## config.mk

```make
export PLATFORM = sky130hd
export DESIGN_NAME = mem_arbiter
export DESIGN_NICKNAME = d
export VERILOG_FILES = /design/src/rtl/cpu_pkg.sv /design/src/rtl/prio_sel.sv /design/src/rtl/mem_arbiter.sv
export SDC_FILE = /design/constraint.sdc
export NUM_CORES = 1
export LEC_CHECK = 0
export BUFFER_PORTS_ARGS = -buffer_cell sky130_fd_sc_hd__buf_2
export CAP_MARGIN = 20
export CORE_ASPECT_RATIO = 0.6
export CORE_MARGIN = 4
export CORE_UTILIZATION = 45
export CTS_CLUSTER_DIAMETER = 60
export DETAILED_ROUTE_END_ITERATION = 8
export PLACE_DENSITY = 0.91
export SYNTH_ARGS = -nofsm -noshare
export SYNTH_HDL_FRONTEND = slang
export SYNTH_HIERARCHICAL = 1
export SYNTH_SLANG_ARGS = --single-unit
```

## constraint.sdc

```tcl
create_clock -name clk -period 3.05 [get_ports clk]
set_input_delay 0.61 -clock clk [delete_from_list [all_inputs] [get_ports clk]]
set_output_delay 0.61 -clock clk [all_outputs]
set_load 0.05 [all_outputs]
```

## src/rtl/cpu_pkg.sv

```systemverilog
// cpu_pkg: shared FSM state encoding, owner encoding and default STARVE_MAX for mem_arbiter
package cpu_pkg;
    typedef enum logic [1:0] {IDLE, BUSY, RESP} state_t;
    typedef enum logic {OWN_IF, OWN_DM} owner_t;
    localparam int STARVE_MAX_DEF = 4;
endpackage

```

## src/rtl/prio_sel.sv

```systemverilog
// prio_sel: data-over-fetch grant select with starvation override (in: en, if_req, dm_req, starve_cnt; out: if_gnt, dm_gnt)
module prio_sel
    import cpu_pkg::*;
#(
    parameter int STARVE_MAX = STARVE_MAX_DEF,
    parameter int CW = 3
) (
    input  logic          en,
    input  logic          if_req,
    input  logic          dm_req,
    input  logic [CW-1:0] starve_cnt,
    output logic          if_gnt,
    output logic          dm_gnt
);
    logic if_win;
    always_comb begin
        if_win = if_req && (!dm_req || starve_cnt == CW'(STARVE_MAX));
        if_gnt = en && if_win;
        dm_gnt = en && dm_req && !if_win;
    end
endmodule

```

## src/rtl/mem_arbiter.sv

```systemverilog
// mem_arbiter: fetch/data arbiter onto one unified memory (in: clk, reset, if_*/dm_* requests, mem_ready/mem_rdata; out: grants, rvalid/rdata, mem_req/we/addr/wdata)
module mem_arbiter
    import cpu_pkg::*;
#(
    parameter int STARVE_MAX = STARVE_MAX_DEF,
    parameter int AW = 32
) (
    input  logic          clk,
    input  logic          reset,
    input  logic          if_req,
    input  logic [AW-1:0] if_addr,
    output logic          if_gnt,
    output logic          if_rvalid,
    output logic [31:0]   if_rdata,
    input  logic          dm_req,
    input  logic          dm_we,
    input  logic [AW-1:0] dm_addr,
    input  logic [31:0]   dm_wdata,
    output logic          dm_gnt,
    output logic          dm_rvalid,
    output logic [31:0]   dm_rdata,
    output logic          mem_req,
    output logic          mem_we,
    output logic [AW-1:0] mem_addr,
    output logic [31:0]   mem_wdata,
    input  logic          mem_ready,
    input  logic [31:0]   mem_rdata
);
    localparam int CW = $clog2(STARVE_MAX + 1);
    state_t        state, state_n;
    owner_t        owner;
    logic          we_q;
    logic [AW-1:0] addr_q;
    logic [31:0]   wdata_q;
    logic [CW-1:0] starve_cnt;
    // grants are gated by reset so every output is 0 while reset is held
    prio_sel #(.STARVE_MAX(STARVE_MAX), .CW(CW)) u_prio (
        .en(state == IDLE && reset),
        .if_req(if_req),
        .dm_req(dm_req),
        .starve_cnt(starve_cnt),
        .if_gnt(if_gnt),
        .dm_gnt(dm_gnt)
    );
    always_ff @(posedge clk or negedge reset) begin
        if (!reset) state <= IDLE;
        else state <= state_n;
    end
    always_comb begin
        state_n = IDLE;
        if (state == IDLE) state_n = (if_gnt || dm_gnt) ? BUSY : IDLE;
        if (state == BUSY) state_n = mem_ready ? RESP : BUSY;
        mem_req = state == BUSY;
        mem_we = mem_req && we_q;
        mem_addr = {addr_q[AW-1:2], 2'b00};
        mem_wdata = wdata_q;
        if_rvalid = state == RESP && owner == OWN_IF;
        dm_rvalid = state == RESP && owner == OWN_DM;
    end
    always_ff @(posedge clk or negedge reset) begin
        if (!reset) begin
            owner <= OWN_IF;
            we_q <= 1'b0;
            addr_q <= '0;
            wdata_q <= '0;
            starve_cnt <= '0;
            if_rdata <= '0;
            dm_rdata <= '0;
        end else begin
            if (if_gnt || dm_gnt) begin
                owner <= dm_gnt ? OWN_DM : OWN_IF;
                we_q <= dm_gnt && dm_we;
                addr_q <= dm_gnt ? dm_addr : if_addr;
                wdata_q <= dm_wdata;
            end
            if (if_gnt) starve_cnt <= '0;
            else if (dm_gnt && if_req) starve_cnt <= starve_cnt == CW'(STARVE_MAX) ? starve_cnt : starve_cnt + 1'b1;
            else if (state == IDLE && !if_req) starve_cnt <= '0;
            if (state == BUSY && mem_ready && owner == OWN_IF) if_rdata <= mem_rdata;
            // stores complete without touching the load data register
            if (state == BUSY && mem_ready && owner == OWN_DM && !we_q) dm_rdata <= mem_rdata;
        end
    end
endmodule

```

Word level (Yosys, flattened, before mapping)
Index checks and enable logic that the tools add are counted.

Add/subtract/negate cells: 1. Equal/unequal tests: 4. Muxes and demuxes: 10. Bitwise logic cells: 1. Reductions and logical operators: 24.

Operator list (count): 2-to-1 mux 32 bit (1); logical AND 1 bit (15); 2-to-1 mux 3 bit (4); logical NOT 1 bit (4); 2-to-1 mux 2 bit (2); adder 3 x 1 -> 3 bit (second input constant) (1); == test 3 bit (second input constant) (1); 2-to-1 mux 1 bit (3); != test 3 bit (second input constant) (1); nonzero test 3 bit (1); == test 2 x 1 -> 1 bit (second input constant) (1); == test 2 bit (second input constant) (1); logical NOT 2 bit (1); logical OR 1 bit (2); AND reduction 2 bit (1); NOT 1 bit (1).

Bits in registers: 135. Bits of input ports: 134.

Longest topological paths before layout
Depth after elaboration: 9. Gate-level depth with buffers: 7. Gate-level depth less buffers: 6.

Hierarchy
Netlist, hierarchy kept.

By module, submodules not included: mem_arbiter (instances 1, cells each 373, area an instance 5441.5 sq um); prio_sel (instances 1, cells each 5, area an instance 31.3 sq um).

Worst setup path before layout
Ideal clock, no wire load.

Path kind: input port to flip-flop. Start: input port reset. End: register wdata_q[10] (netlist: mem_wdata[10]). Library setup time: 125 ps. Arrival: 2613 ps. Data required time: 2925 ps. Slack: 312 ps. Stages: 7. Cell sequence: nor3b_1 nand2_1 a21oi_1 clkbuf_1 nor2_1 buf_2 mux2_2.

RTL lines: from (decl) (line mem_arbiter.sv:9) `input logic reset,`; logical AND 1 bit (line mem_arbiter.sv:38) `.en(state == IDLE && reset),`; logical AND 1 bit (line prio_sel.sv:18) `if_gnt = en && if_win;`; named net if_gnt (line mem_arbiter.sv:12) `output logic if_gnt,`; logical OR 1 bit (line mem_arbiter.sv:70) `if (if_gnt || dm_gnt) begin`; to (signal assigned) (line mem_arbiter.sv:74) `wdata_q <= dm_wdata;`; to (decl) (line mem_arbiter.sv:34) `logic [31:0] wdata_q;`.

The timed path passes the listed nets, and every way through them passes these cells. A chain may end at the register's enable or synchronous reset.

Worst setup path in the final report
Start: register starve_cnt[1]. End: output port if_gnt.

Longest elaborated chain between the ends: 4.

RTL lines: from (decl) (line mem_arbiter.sv:35) `logic [CW-1:0] starve_cnt;`; from (signal assigned) (line mem_arbiter.sv:77) `else if (dm_gnt && if_req) starve_cnt <= starve_cnt == CW'(STARVE_MAX) ? starve_cnt : starve_cnt + 1'b1;`; == test 3 bit (line prio_sel.sv:17) `if_win = if_req && (!dm_req || starve_cnt == CW'(STARVE_MAX));`; logical OR 1 bit (line prio_sel.sv:17); logical AND 1 bit (line prio_sel.sv:17); logical AND 1 bit (line prio_sel.sv:18); to (decl) (line mem_arbiter.sv:12).

No other way between the ends.

==> results.md <==
Floorplanning:
- The width of the die is 150.4 um.
- The floorplan die area is 0.01405 mm2.
- After floorplanning, the core was sized to cover 0.01160 mm2.
- The number of top-level pins is 268.
- The floorplan has 30 rows.
- The chip height is 93.42 um.
- The effective utilization at floorplan is 0.4718.

Global route:
- The initial antenna violation count is 1.
- The total global-route track usage is 0.2115.
- The wire length of the first global-routing pass is 23,110 um.
- The largest net degree at the start of global routing is 70.
- Global routing finished with a remaining overflow of 0.
- The number of global-route vias before repair is 4,398.

Timing:
- Headroom to the max-slew limit came out at 0.4251.
- For this run, the top clock speed supported by timing is 377.5 MHz.
- The transition at the pin with the smallest max-transition slack is 862.4 ps.
- The worst clock skew is 7.288 ps.
- The shortest period the worst path allows is 2649 ps.
- Setup repair after global routing left no endpoint under its margin.
- The final hold slack is 383.1 ps.
- Setup violations remaining at the end of the flow were counted as 0.
- Adding up every negative setup slack in the final design gives 0 ps.
- Dividing the final minimum period by the clock period gives 0.8686.
- The number of hold-slack violations in the final timing report is 0.
- The final number of max-transition violations was 0.

Drt:
- Dividing the detail-routed wire length by the instance count gives 17.89 um.
- The vias per cell is 4.982.
- The DRC violation count after routing is 0.
- The first routing iteration left 113 violations.
- The wire length the detailed router placed on met1 is 5860 um.
- The total iterations of the first detailed-routing run is 4.
- Summed over all layers, the routed wires come to 14,640 um.
- The total number of vias is 4,075.
- Wire segments on met2 add up to 7415 um in the final route.
- In the detailed route, the total length drawn on met3 is 1216 um.
- The number of nets still failing antenna checks after routing is 0.
- In this run the top signal layer used is met5.

Clock network:
- The clock tree root buffer cell is sky130_fd_sc_hd__clkbuf_16.
- Buffers added to address setup during post-CTS repair amount to 0.
- The CTS sink count is 133.
- The number of buffers created by CTS is 17.
- The clock tree synthesis step divided the H-tree into 4 levels.
- TritonCTS built the clock tree.
- Clock latency on the worst-skew pair, taken at its later pin, is 400 ps.
- After clock tree synthesis, the flow added hold-fix buffers numbering 0.
- The clock passes through at most 2 buffers.
- Clock-pin slew was measured on the worst setup and hold paths at 60 ps.
- The number of gates resized after CTS is 0.

Run status:
- The flow ran to the end, and the final reports show no timing, DRC or antenna violations.

Synthesis:
- For this run, the register share of the synthesized area comes to 0.6081.
- The post-synthesis area per instance is 14.48 um2.
- The number of distinct library cell variants in the gate-level netlist after synthesis is 34.
- The flip-flop and latch count after synthesis is 133.
- Summing every instance area after synthesis gives 0.005473 mm2.
- In the synthesized netlist, the number of instances is 378.
- The Yosys step of the flow raised 6 warnings.

Setup path:
- The endpoint required time on the critical path is 2440 ps.
- Of all nets on the critical path, the largest fanout is 11.
- The classification of the worst setup path is flip-flop to primary output.
- The element type at the critical path end is a primary output.
- Data arrives at the worst endpoint at 2040 ps.
- The critical path startpoint category is a flip-flop.
- Across all register-to-register paths, the minimum setup slack is 780 ps.

Final layout:
- For this run, the post-layout net count is 781.
- The number of antenna diodes in the final layout is 0.
- The layout-stage area growth over the synthesis result is 37.36%.
- Summing all multi-input logic gate instances after layout gives 0.002021 mm2.
- The core utilization of the finished layout is 0.6481.
- After filler insertion, the fill cell instance count of the layout stands at 849.
- The sequential cells in the finished layout cover a total of 0.003328 mm2.
- Of the cells placed in the final design, the portion with a size suffix greater than 1 is 0.6064.

Placement:
- Routability-driven placement finished with a final weighted congestion of 0.8115.
- The number of buffers added on ports is 261.
- The final HPWL from detailed placement is 10,940 um.

Worst hold path:
- The type of the worst min-delay path is primary input to asynchronous set/reset pin.

Run:
- The tool flagged a number of max-cap violations equal to 0.
==> worst paths after layout <==
path / startpoint / endpoint / depth (start not counted)
max in group asynchronous: reset / if_rdata[4] / 3
min in group clk: dm_addr[7] / addr_q[7] / 3
worst min register to register: mem_wdata[2] / mem_wdata[2] / 1
worst max register to register: starve_cnt[1] / addr_q[17] / 5
worst min-delay path: reset / if_rdata[7] / 2
worst max-delay path: starve_cnt[1] / if_gnt / 3
==> cell type report <==
class	instances	share of cell area
Timing Repair Buffer	269	0.1826
Clock buffer	20	0.06075
Clock inverter	12	0.01598
Multi-Input combinational cell	219	0.2688
Inverter	5	0.002497
Tap cell	160	0.02663
Sequential cell	133	0.4427
==> state kept, by name, summed over array words and instances, names as in the netlist <==
register    cells
addr_q         30
dm_rdata       32
if_rdata       32
mem_wdata      32
owner           1
starve_cnt      3
state           2
we_q            1
==> metrics by stage <==
step / setup slack (ps) / area, um2 / instances
CTS: 392.3 / 7517 / 818
global route: 302.9 / 7517 / 818
detailed placement: 635.3 / 6940 / 786
floorplan: 312.4 / 5477 / 379
global placement: 699.9 / 6940 / 786
finish: 400.9 / 7517 / 818
==> placed cells by master (no fill, tap or decap), drive strengths merged <==
master	n
o32ai	2
mux2i	30
clkinv	2
o31ai	1
a21o	1
o21ai	34
or4	1
nor2b	1
nor2	2
a21oi	1
dfrtp	133
buf	269
bufinv	1
conb	2
and3b	1
o211a	1
nor3b	3
mux2	96
nand2	33
and2	2
inv	9
ha	2
nor3	1
or3b	1
a211oi	1
xnor2	1
clkbuf	20
a22o	1
nand3b	1
clkinvlp	5
==> synthesized netlist by cell type <==
library cell	n	area share
sky130_fd_sc_hd__buf_2	7	0.0064
sky130_fd_sc_hd__o31ai_1	1	0.0014
sky130_fd_sc_hd__nor2_1	1	0.00069
sky130_fd_sc_hd__clkbuf_1	5	0.0034
sky130_fd_sc_hd__a22o_1	1	0.0016
sky130_fd_sc_hd__dfrtp_1	133	0.61
sky130_fd_sc_hd__o32ai_1	2	0.0032
sky130_fd_sc_hd__mux2_1	2	0.0041
sky130_fd_sc_hd__or3b_1	1	0.0016
sky130_fd_sc_hd__or4_1	1	0.0014
sky130_fd_sc_hd__and3b_1	1	0.0016
sky130_fd_sc_hd__mux2i_1	30	0.055
sky130_fd_sc_hd__o211a_1	1	0.0018
sky130_fd_sc_hd__xnor2_1	1	0.0016
sky130_fd_sc_hd__and2_1	2	0.0023
sky130_fd_sc_hd__buf_1	2	0.0014
sky130_fd_sc_hd__nor2b_1	1	0.0011
sky130_fd_sc_hd__mux2_4	30	0.082
sky130_fd_sc_hd__nor2_2	1	0.0011
sky130_fd_sc_hd__inv_1	5	0.0034
sky130_fd_sc_hd__buf_4	5	0.0069
sky130_fd_sc_hd__ha_1	2	0.0046
sky130_fd_sc_hd__nand2_1	33	0.023
sky130_fd_sc_hd__o21ai_0	34	0.031
sky130_fd_sc_hd__conb_1	1	0.00069
sky130_fd_sc_hd__a211oi_1	1	0.0014
sky130_fd_sc_hd__nor3_1	1	0.00091
sky130_fd_sc_hd__nor3b_4	1	0.0034
sky130_fd_sc_hd__mux2_2	64	0.13
sky130_fd_sc_hd__a21o_1	1	0.0014
sky130_fd_sc_hd__nor3b_1	2	0.0027
sky130_fd_sc_hd__buf_6	3	0.0062
sky130_fd_sc_hd__nand3b_2	1	0.0021
sky130_fd_sc_hd__a21oi_1	1	0.00091
==> logic make-up after synthesis <==
| kind of cell | after synthesis | synth area share |
|---|---|---|
| DFF | 133 | 0.6081 |
| muxes | 126 | 0.2730 |
| and+or+nand+nor | 46 | 0.04161 |
| AOI/OAI and AO/OA | 42 | 0.04275 |
| buffers and inverters | 27 | 0.02766 |
| adders and majority gates | 2 | 0.004572 |
| other | 1 | 0.0006852 |
| xor gates and xnor gates | 1 | 0.001601 |
==> critical path: stages (launching register included) <==
cell                      delay, ps
sky130_fd_sc_hd__dfrtp_1        410
sky130_fd_sc_hd__or3b_1         460
sky130_fd_sc_hd__a21oi_4        420
sky130_fd_sc_hd__buf_2          350
==> routing by layer <==
layer  global-route usage  vias up
met5                    0        -
met2               0.3649      176
li1                     -     1862
met1               0.2542     2021
met4              0.05708        2
met3              0.07167       14
Power is not shown: default switching activity piles up to over one toggle a cycle in this logic, so the estimate is an artifact.
